**src/rtl/aligner_pkg.sv**
```systemverilog
// Shared constants, state type and helpers for the symbol aligner.
//   COMMA_NEG / COMMA_POS : 7-bit comma prefixes (K28.x, both disparities)
//   K28_5_NEG / K28_5_POS : full K28.5 code groups
//   align_state_e         : aligner FSM states
//   is_comma()            : true when a 10-bit candidate starts with a comma prefix
//   cand_at()             : candidate symbol at offset k of a 20-bit window
//   sat_inc4()            : 4-bit increment saturating at 15
package aligner_pkg;

  localparam logic [6:0] COMMA_NEG = 7'b0011111;
  localparam logic [6:0] COMMA_POS = 7'b1100000;
  localparam logic [9:0] K28_5_NEG = 10'b0011111010;
  localparam logic [9:0] K28_5_POS = 10'b1100000101;

  typedef enum logic [1:0] {
    StUnlocked = 2'd0,
    StChecking = 2'd1,
    StLocked   = 2'd2
  } align_state_e;

  function automatic logic is_comma(input logic [9:0] sym);
    return (sym[9:3] == COMMA_NEG) || (sym[9:3] == COMMA_POS);
  endfunction

  // Window bit 19 is the earliest bit; candidate k starts k bits later.
  function automatic logic [9:0] cand_at(input logic [19:0] w, input logic [3:0] k);
    logic [19:0] s;
    s = w << k;
    return s[19:10];
  endfunction

  function automatic logic [3:0] sat_inc4(input logic [3:0] v);
    return (v == 4'hf) ? v : v + 4'd1;
  endfunction

endpackage

```
**src/rtl/comma_detect.sv**
```systemverilog
// Combinational comma search over a 20-bit window.
//   win   in  20  {previous word, current word}, bit 19 earliest
//   hit   out 10  hit[k] set when the candidate at offset k is a comma
//   index out 4   lowest k with a hit (0 when there is none)
module comma_detect
  import aligner_pkg::*;
(
  input  logic [19:0] win,
  output logic [9:0]  hit,
  output logic [3:0]  index
);

  always_comb begin
    hit = '0;
    for (int k = 0; k < 10; k++) begin
      hit[k] = is_comma(cand_at(win, 4'(k)));
    end
  end

  // Scan downwards so the lowest hitting offset is the last assignment.
  always_comb begin
    index = '0;
    for (int k = 9; k >= 0; k--) begin
      if (hit[k]) index = 4'(k);
    end
  end

endmodule

```
**src/rtl/symbol_aligner.sv**
```systemverilog
// Recovers 10-bit symbol boundaries from raw SERDES words and emits aligned
// symbols to the 8b/10b decoder (INTERCLK domain).
//   INTERCLK    in   1   symbol clock, rising edge
//   Reset       in   1   asynchronous, active-low
//   iData       in   10  raw word, bit 9 received first
//   oData       out  10  aligned symbol (bit 9 = 'a')
//   oValid      out  1   oData comes from a locked boundary
//   LOCKED      out  1   FSM is locked
//   COMMA_DET   out  1   oData is a comma
//   oOffset     out  4   boundary offset in force, 0..9
//   LOSS_EVENTS out  8   lock-loss count, saturating (only with SYMBOL_ALIGNER_STATS_EN)
// Optional feature macro: SYMBOL_ALIGNER_STATS_EN.
module symbol_aligner
  import aligner_pkg::*;
#(
  parameter int unsigned LOCK_CNT = 3,
  parameter int unsigned LOSS_CNT = 4
) (
  input  logic       INTERCLK,
  input  logic       Reset,
  input  logic [9:0] iData,
  output logic [9:0] oData,
  output logic       oValid,
  output logic       LOCKED,
  output logic       COMMA_DET,
`ifdef SYMBOL_ALIGNER_STATS_EN
  output logic [7:0] LOSS_EVENTS,
`endif
  output logic [3:0] oOffset
);

  localparam logic [3:0] LockCnt = 4'(LOCK_CNT);
  localparam logic [3:0] LossCnt = 4'(LOSS_CNT);

  align_state_e state_q, state_d;
  logic [9:0]   prev_q;
  logic [3:0]   offset_q, offset_d;
  logic [3:0]   cnt_q, cnt_d;
  logic [3:0]   mis_q, mis_d;
  logic [9:0]   odata_q, odata_d;
  logic         comma_q, comma_d;
  logic         locked_q, locked_d;

  logic [19:0]  win;
  logic [9:0]   hit;
  logic [3:0]   hit_idx;
  logic         any_hit;

  assign win     = {prev_q, iData};
  assign any_hit = |hit;

  comma_detect u_comma_detect (
    .win   (win),
    .hit   (hit),
    .index (hit_idx)
  );

  // State register
  always_ff @(posedge INTERCLK or negedge Reset) begin
    if (!Reset) begin
      state_q  <= StUnlocked;
      prev_q   <= '0;
      offset_q <= '0;
      cnt_q    <= '0;
      mis_q    <= '0;
      odata_q  <= '0;
      comma_q  <= 1'b0;
      locked_q <= 1'b0;
    end else begin
      state_q  <= state_d;
      prev_q   <= iData;
      offset_q <= offset_d;
      cnt_q    <= cnt_d;
      mis_q    <= mis_d;
      odata_q  <= odata_d;
      comma_q  <= comma_d;
      locked_q <= locked_d;
    end
  end

  // Next-state logic
  always_comb begin
    state_d  = state_q;
    offset_d = offset_q;
    cnt_d    = cnt_q;
    mis_d    = mis_q;
    unique case (state_q)
      StUnlocked: begin
        if (any_hit) begin
          offset_d = hit_idx;
          cnt_d    = 4'd1;
          if (LockCnt <= 4'd1) begin
            state_d = StLocked;
            mis_d   = '0;
          end else begin
            state_d = StChecking;
          end
        end
      end
      StChecking: begin
        if (hit[offset_q]) begin
          cnt_d = sat_inc4(cnt_q);
          if (cnt_d >= LockCnt) begin
            state_d = StLocked;
            mis_d   = '0;
          end
        end else if (any_hit) begin
          offset_d = hit_idx;
          cnt_d    = 4'd1;
        end
      end
      StLocked: begin
        // A comma at the locked offset wins over any foreign one.
        if (hit[offset_q]) begin
          mis_d = '0;
        end else if (any_hit) begin
          mis_d = sat_inc4(mis_q);
          if (mis_d >= LossCnt) begin
            state_d = StUnlocked;
            cnt_d   = '0;
            mis_d   = '0;
          end
        end
      end
      default: state_d = StUnlocked;
    endcase
  end

  // Output next values use the offset in force after this edge, so a comma
  // that moves the boundary is itself emitted aligned.
  always_comb begin
    odata_d  = cand_at(win, offset_d);
    comma_d  = hit[offset_d];
    locked_d = (state_d == StLocked);
  end

  assign oData     = odata_q;
  assign COMMA_DET = comma_q;
  assign LOCKED    = locked_q;
  assign oValid    = locked_q;
  assign oOffset   = offset_q;

`ifdef SYMBOL_ALIGNER_STATS_EN
  logic [7:0] loss_q;
  logic       loss_evt;

  assign loss_evt = (state_q == StLocked) && (state_d == StUnlocked);

  always_ff @(posedge INTERCLK or negedge Reset) begin
    if (!Reset) begin
      loss_q <= '0;
    end else if (loss_evt && (loss_q != 8'hff)) begin
      loss_q <= loss_q + 8'd1;
    end
  end

  assign LOSS_EVENTS = loss_q;
`endif

endmodule

```
**config.mk**
```make
export PLATFORM = sky130hd
export DESIGN_NAME = symbol_aligner
export DESIGN_NICKNAME = d
export VERILOG_FILES = /design/src/rtl/aligner_pkg.sv /design/src/rtl/comma_detect.sv /design/src/rtl/symbol_aligner.sv
export SDC_FILE = /design/constraint.sdc
export NUM_CORES = 1
export LEC_CHECK = 0
export BUFFER_PORTS_ARGS = -buffer_cell sky130_fd_sc_hd__buf_2
export CAP_MARGIN = 20
export CELL_PAD_IN_SITES_DETAIL_PLACEMENT = 1
export CELL_PAD_IN_SITES_GLOBAL_PLACEMENT = 1
export CORE_ASPECT_RATIO = 1.5
export CORE_MARGIN = 2
export CORE_UTILIZATION = 40
export DETAILED_ROUTE_END_ITERATION = 16
export MAX_ROUTING_LAYER = met4
export PLACE_DENSITY_LB_ADDON = 0.25
export SYNTH_ARGS = -nofsm -noshare
export SYNTH_HDL_FRONTEND = slang
export SYNTH_SLANG_ARGS = --single-unit
```
**constraint.sdc**
```tcl
create_clock -name INTERCLK -period 4.6 [get_ports INTERCLK]
set_clock_uncertainty 0.1 [all_clocks]
set_input_delay 0.92 -clock INTERCLK [delete_from_list [all_inputs] [get_ports INTERCLK]]
set_output_delay 0.92 -clock INTERCLK [all_outputs]
set_load 0.02 [all_outputs]
```
==> flow_summary_export.csv <==
group,metric,value,unit
floorplan,die_x,79.67,um
timing,final_max_slew_viol_count,0,
grt,grt.total_usage,26.78,%
detailed_routing,wire_per_inst,23.07,um
synthesis,avgSynthCellArea,8.994,um^2
timing,setup-tns-final,0,ps
critical_path,worstReg2RegStart,"prev_q[3]",
synthesis,synthesis.nets,401,
synthesis,ys.flop_type,"dfrtp_1",
detailed_routing,first_iter_violations,179,
pwr,p_leak,1.648,nW
critical_path,crit_chain,"nand4_1, or4_4, a2111oi_4, nor3_2, a31o_1, a31oi_1, or2_1, inv_2, buf_12, a2111oi_0, or4_1, a21oi_1",
synthesis,syn_inst,382,
critical_path,rrSetupSlack,520,ps
critical_path,cp_data_arrival_time,4140,ps
pwr,p_sw,0.7841,mW
timing,slew_headroom,43.73,%
synthesis,synth_edf_count,0,
grt,grt-ovfl-total,0,
synthesis,async_flop_share,100.0,%
timing,setup_slack,519.7,ps
layout,final_cell_mix,"dfrtp_1 (36), buf_2 (28), nand3_1 (22), nor2_1 (21)",
grt,grt_pass1_vias,3530,
clock_network,post_cts_resize_count,0,
clock_network,root_buffer,"clkbuf_16",
synthesis,yosys_warnings,0,
place,io_buffers,28,
clock_network,h-tree-depth,2,
grt,grt_first_pass_wirelength,18910,um
grt,grt_max_degree,37,
timing,hold_violations,0,
timing,setup_viol,0,
critical_path,r2r_end,"oData[8]",
critical_path,cpPeakStageDelay,810,ps
pwr,seqPwrFrac,25.9,%
layout,nFillCells,978,
grt,antenna_found_initial,0,
layout,antennaDiodeCount,0,
pwr,worst_ir_drop_vdd,0.2454,mV
layout,area_growth,12.02,%
detailed_routing,vias_per_cell,6.561,
clock_network,cts_setup_buffers,0,
pwr,comb_power_share,52.4,%
floorplan,row_count,41,
min_path,min_path_type,"reg -> reg",
critical_path,critical_path_class,"reg -> reg",
clock_network,insertion_delay,290,ps
flow_run,maxCapViolCount,0,
detailed_routing,drt_wl_total,11830,um
synthesis,synth-seq-cells,36,
floorplan,die_h,117.5,um
clock_network,numCtsBuffers,5,
timing,rsz0062_at_grt,"false",
floorplan,dieArea,9362,um^2
pwr,power,1.807,mW
detailed_routing,drc,0,
pwr,internal-power,1.023,mW
critical_path,crit_path_end,"oData[8]",
floorplan,io_pins,29,
clock_network,hold_buffers,0,
pwr,clkPwrFrac,21.7,%
run_status,status,"completed",
synthesis,synth_area,3436,um^2
layout,final_layout_size_suffix_gt1_share,23.89,%
critical_path,cpMaxStageDelayCell,"dfrtp_1",
floorplan,initial_core_util,41.09,%
timing,fmax,0.2451,GHz
timing,fin_crit_sh,88.70,%
layout,nets,424,
detailed_routing,ant_nets,0,
pwr,pwr_density_cell,469.6,nW/um^2
place,preCtsSetupSlack,297.2,ps
place,gp_congestion,0.8997,
critical_path,worst_setup_path_start_kind,"flip-flop",
critical_path,startpoint,"prev_q[3]",
critical_path,end_kind,"flip-flop",
critical_path,cp_max_fo,19,
place,dp_hpwl,8611,um
critical_path,worstPathRequired,4660,ps
timing,period_minus_slack,4080,ps
synthesis,synth.distinct_cells,79,
clock_network,clock-sinks,36,
detailed_routing,vias,3366,
synthesis,synth_seq_area_share,26.22,%
layout,final_common_cell,"dfrtp_1",
layout,fin_util,46.03,%
detailed_routing,drtPass1Iterations,4,
pwr,swShare,43.39,%
timing,tightest_slew,844.1,ps
clock_network,cts_max_path_buffers,2,
critical_path,ff2ff_path_depth,12,
clock_network,clkSlewWorstSetupHoldPaths,60,ps
clock_network,cts_tree,"yes",
floorplan,core-area,8362,um^2
layout make-up:
cell class	count	area [um^2]	area share, %
Clock buffer	6	128.9	3.349
Timing Repair Buffer	49	310.3	8.062
Sequential cell	36	900.9	23.41
Tap cell	107	133.9	3.479
Inverter	22	85.08	2.211
Clock inverter	2	35.03	0.9103
Multi-Input combinational cell	291	2255	58.58
cells by family (layout without fill, tap and decap cells):
logic type | count (synthesis) | count (layout) | share of synthesized area [%]
buffers and inverters | 55 | 79 | 8.157
flip-flops | 36 | 36 | 26.22
adder cells (fa/ha/maj) | 7 | 7 | 2.549
AO/OA/AOI/OAI | 112 | 112 | 26.15
AND/OR/NAND/NOR | 134 | 134 | 23.56
multiplexers | 38 | 38 | 13.36
cell usage after synthesis (3+ instances only):
| library cell | number | area, um^2 |
|---|---|---|
| o22ai_1 | 5 | 31.28 |
| or3b_2 | 4 | 35.03 |
| clkbuf_1 | 8 | 30.03 |
| nand2_1 | 15 | 56.30 |
| a2bb2oi_1 | 3 | 26.28 |
| nor2_1 | 21 | 78.83 |
| nand2b_1 | 8 | 50.05 |
| and3_1 | 5 | 31.28 |
| o221ai_1 | 3 | 26.28 |
| dfrtp_1 | 36 | 900.9 |
| a31oi_1 | 5 | 31.28 |
| mux2_2 | 12 | 135.1 |
| a41oi_1 | 3 | 26.28 |
| buf_6 | 4 | 45.04 |
| a22oi_1 | 3 | 22.52 |
| o21a_1 | 3 | 22.52 |
| nor2b_1 | 4 | 25.02 |
| nand3_1 | 22 | 110.1 |
| inv_1 | 20 | 75.07 |
| nor3_1 | 6 | 30.03 |
| ha_1 | 7 | 87.58 |
| mux4_2 | 5 | 112.6 |
| a2111oi_0 | 4 | 35.03 |
| nand4_1 | 9 | 56.30 |
| and2_1 | 8 | 50.05 |
| a21boi_0 | 4 | 30.03 |
| mux2i_1 | 20 | 200.2 |
| buf_2 | 12 | 60.06 |
| o2111ai_1 | 7 | 61.31 |
| o21ai_0 | 15 | 75.07 |
| nand3b_1 | 6 | 45.04 |
| buf_4 | 7 | 52.55 |
| a211oi_1 | 4 | 30.03 |
| or4_1 | 4 | 30.03 |
| a21oi_1 | 18 | 90.09 |
| or4_4 | 3 | 33.78 |
layer usage:
layer  routed length, um  global-route usage (%)  vias up  part of all wire [%]
met5                   0                       -        -                     0
met4                 536                   13.58        0                   4.5
met3                 452                   4.141       40                   3.8
met2                6007                   44.22      105                    51
met1                4836                   30.98     1695                    41
li1                    -                       -     1526                     -
worst min-delay path by stage:
stage | startpoint | end | slack (ps) | cells after the start
after floorplan | mis_q[3] | mis_q[3] | 350 | 1
after global placement | mis_q[3] | mis_q[3] | 370 | 1
after detailed placement | mis_q[3] | mis_q[3] | 370 | 1
after CTS | mis_q[3] | mis_q[3] | 390 | 1
after global routing | mis_q[3] | mis_q[3] | 430 | 1
final | mis_q[3] | mis_q[3] | 390 | 1
critical path, delay by kind of cell (launching register included):
| kind | cells | cell delay (ps) |
|---|---|---|
| buffers and inverters | 2 | 290 |
| AO/OA/AOI/OAI | 5 | 1370 |
| AND/OR/NAND/NOR | 5 | 1350 |
| flip-flops | 1 | 810 |
power groups by stage:
stage               combinational (mW)  clock, mW  sequential, mW
detailed placement               0.928          0           0.473
CTS                              0.946      0.400           0.469
finish                           0.947      0.392           0.468
floorplan                        0.611          0           0.516
global route                      1.02      0.412           0.479
global placement                 0.916          0           0.470
flip-flops by register name (all words and copies together) (netlist names):
| name | flops |
|---|---|
| cnt_q | 4 |
| oOffset | 4 |
| LOCKED | 1 |
| mis_q | 4 |
| COMMA_DET | 1 |
| prev_q | 10 |
| oData | 10 |
| state_q | 2 |
through the flow:
step           area [um^2]  hold WS (ps)  std cells
3_5_place_dp          3685         374.9        505
6_report              3849         388.5        513
2_1_floorplan         3436         345.1        382
4_1_cts               3849         393.0        513
5_1_grt               3849         428.1        513
3_3_place_gp          3685         368.7        505
No activity file was read; power rests on OpenSTA's default activity.
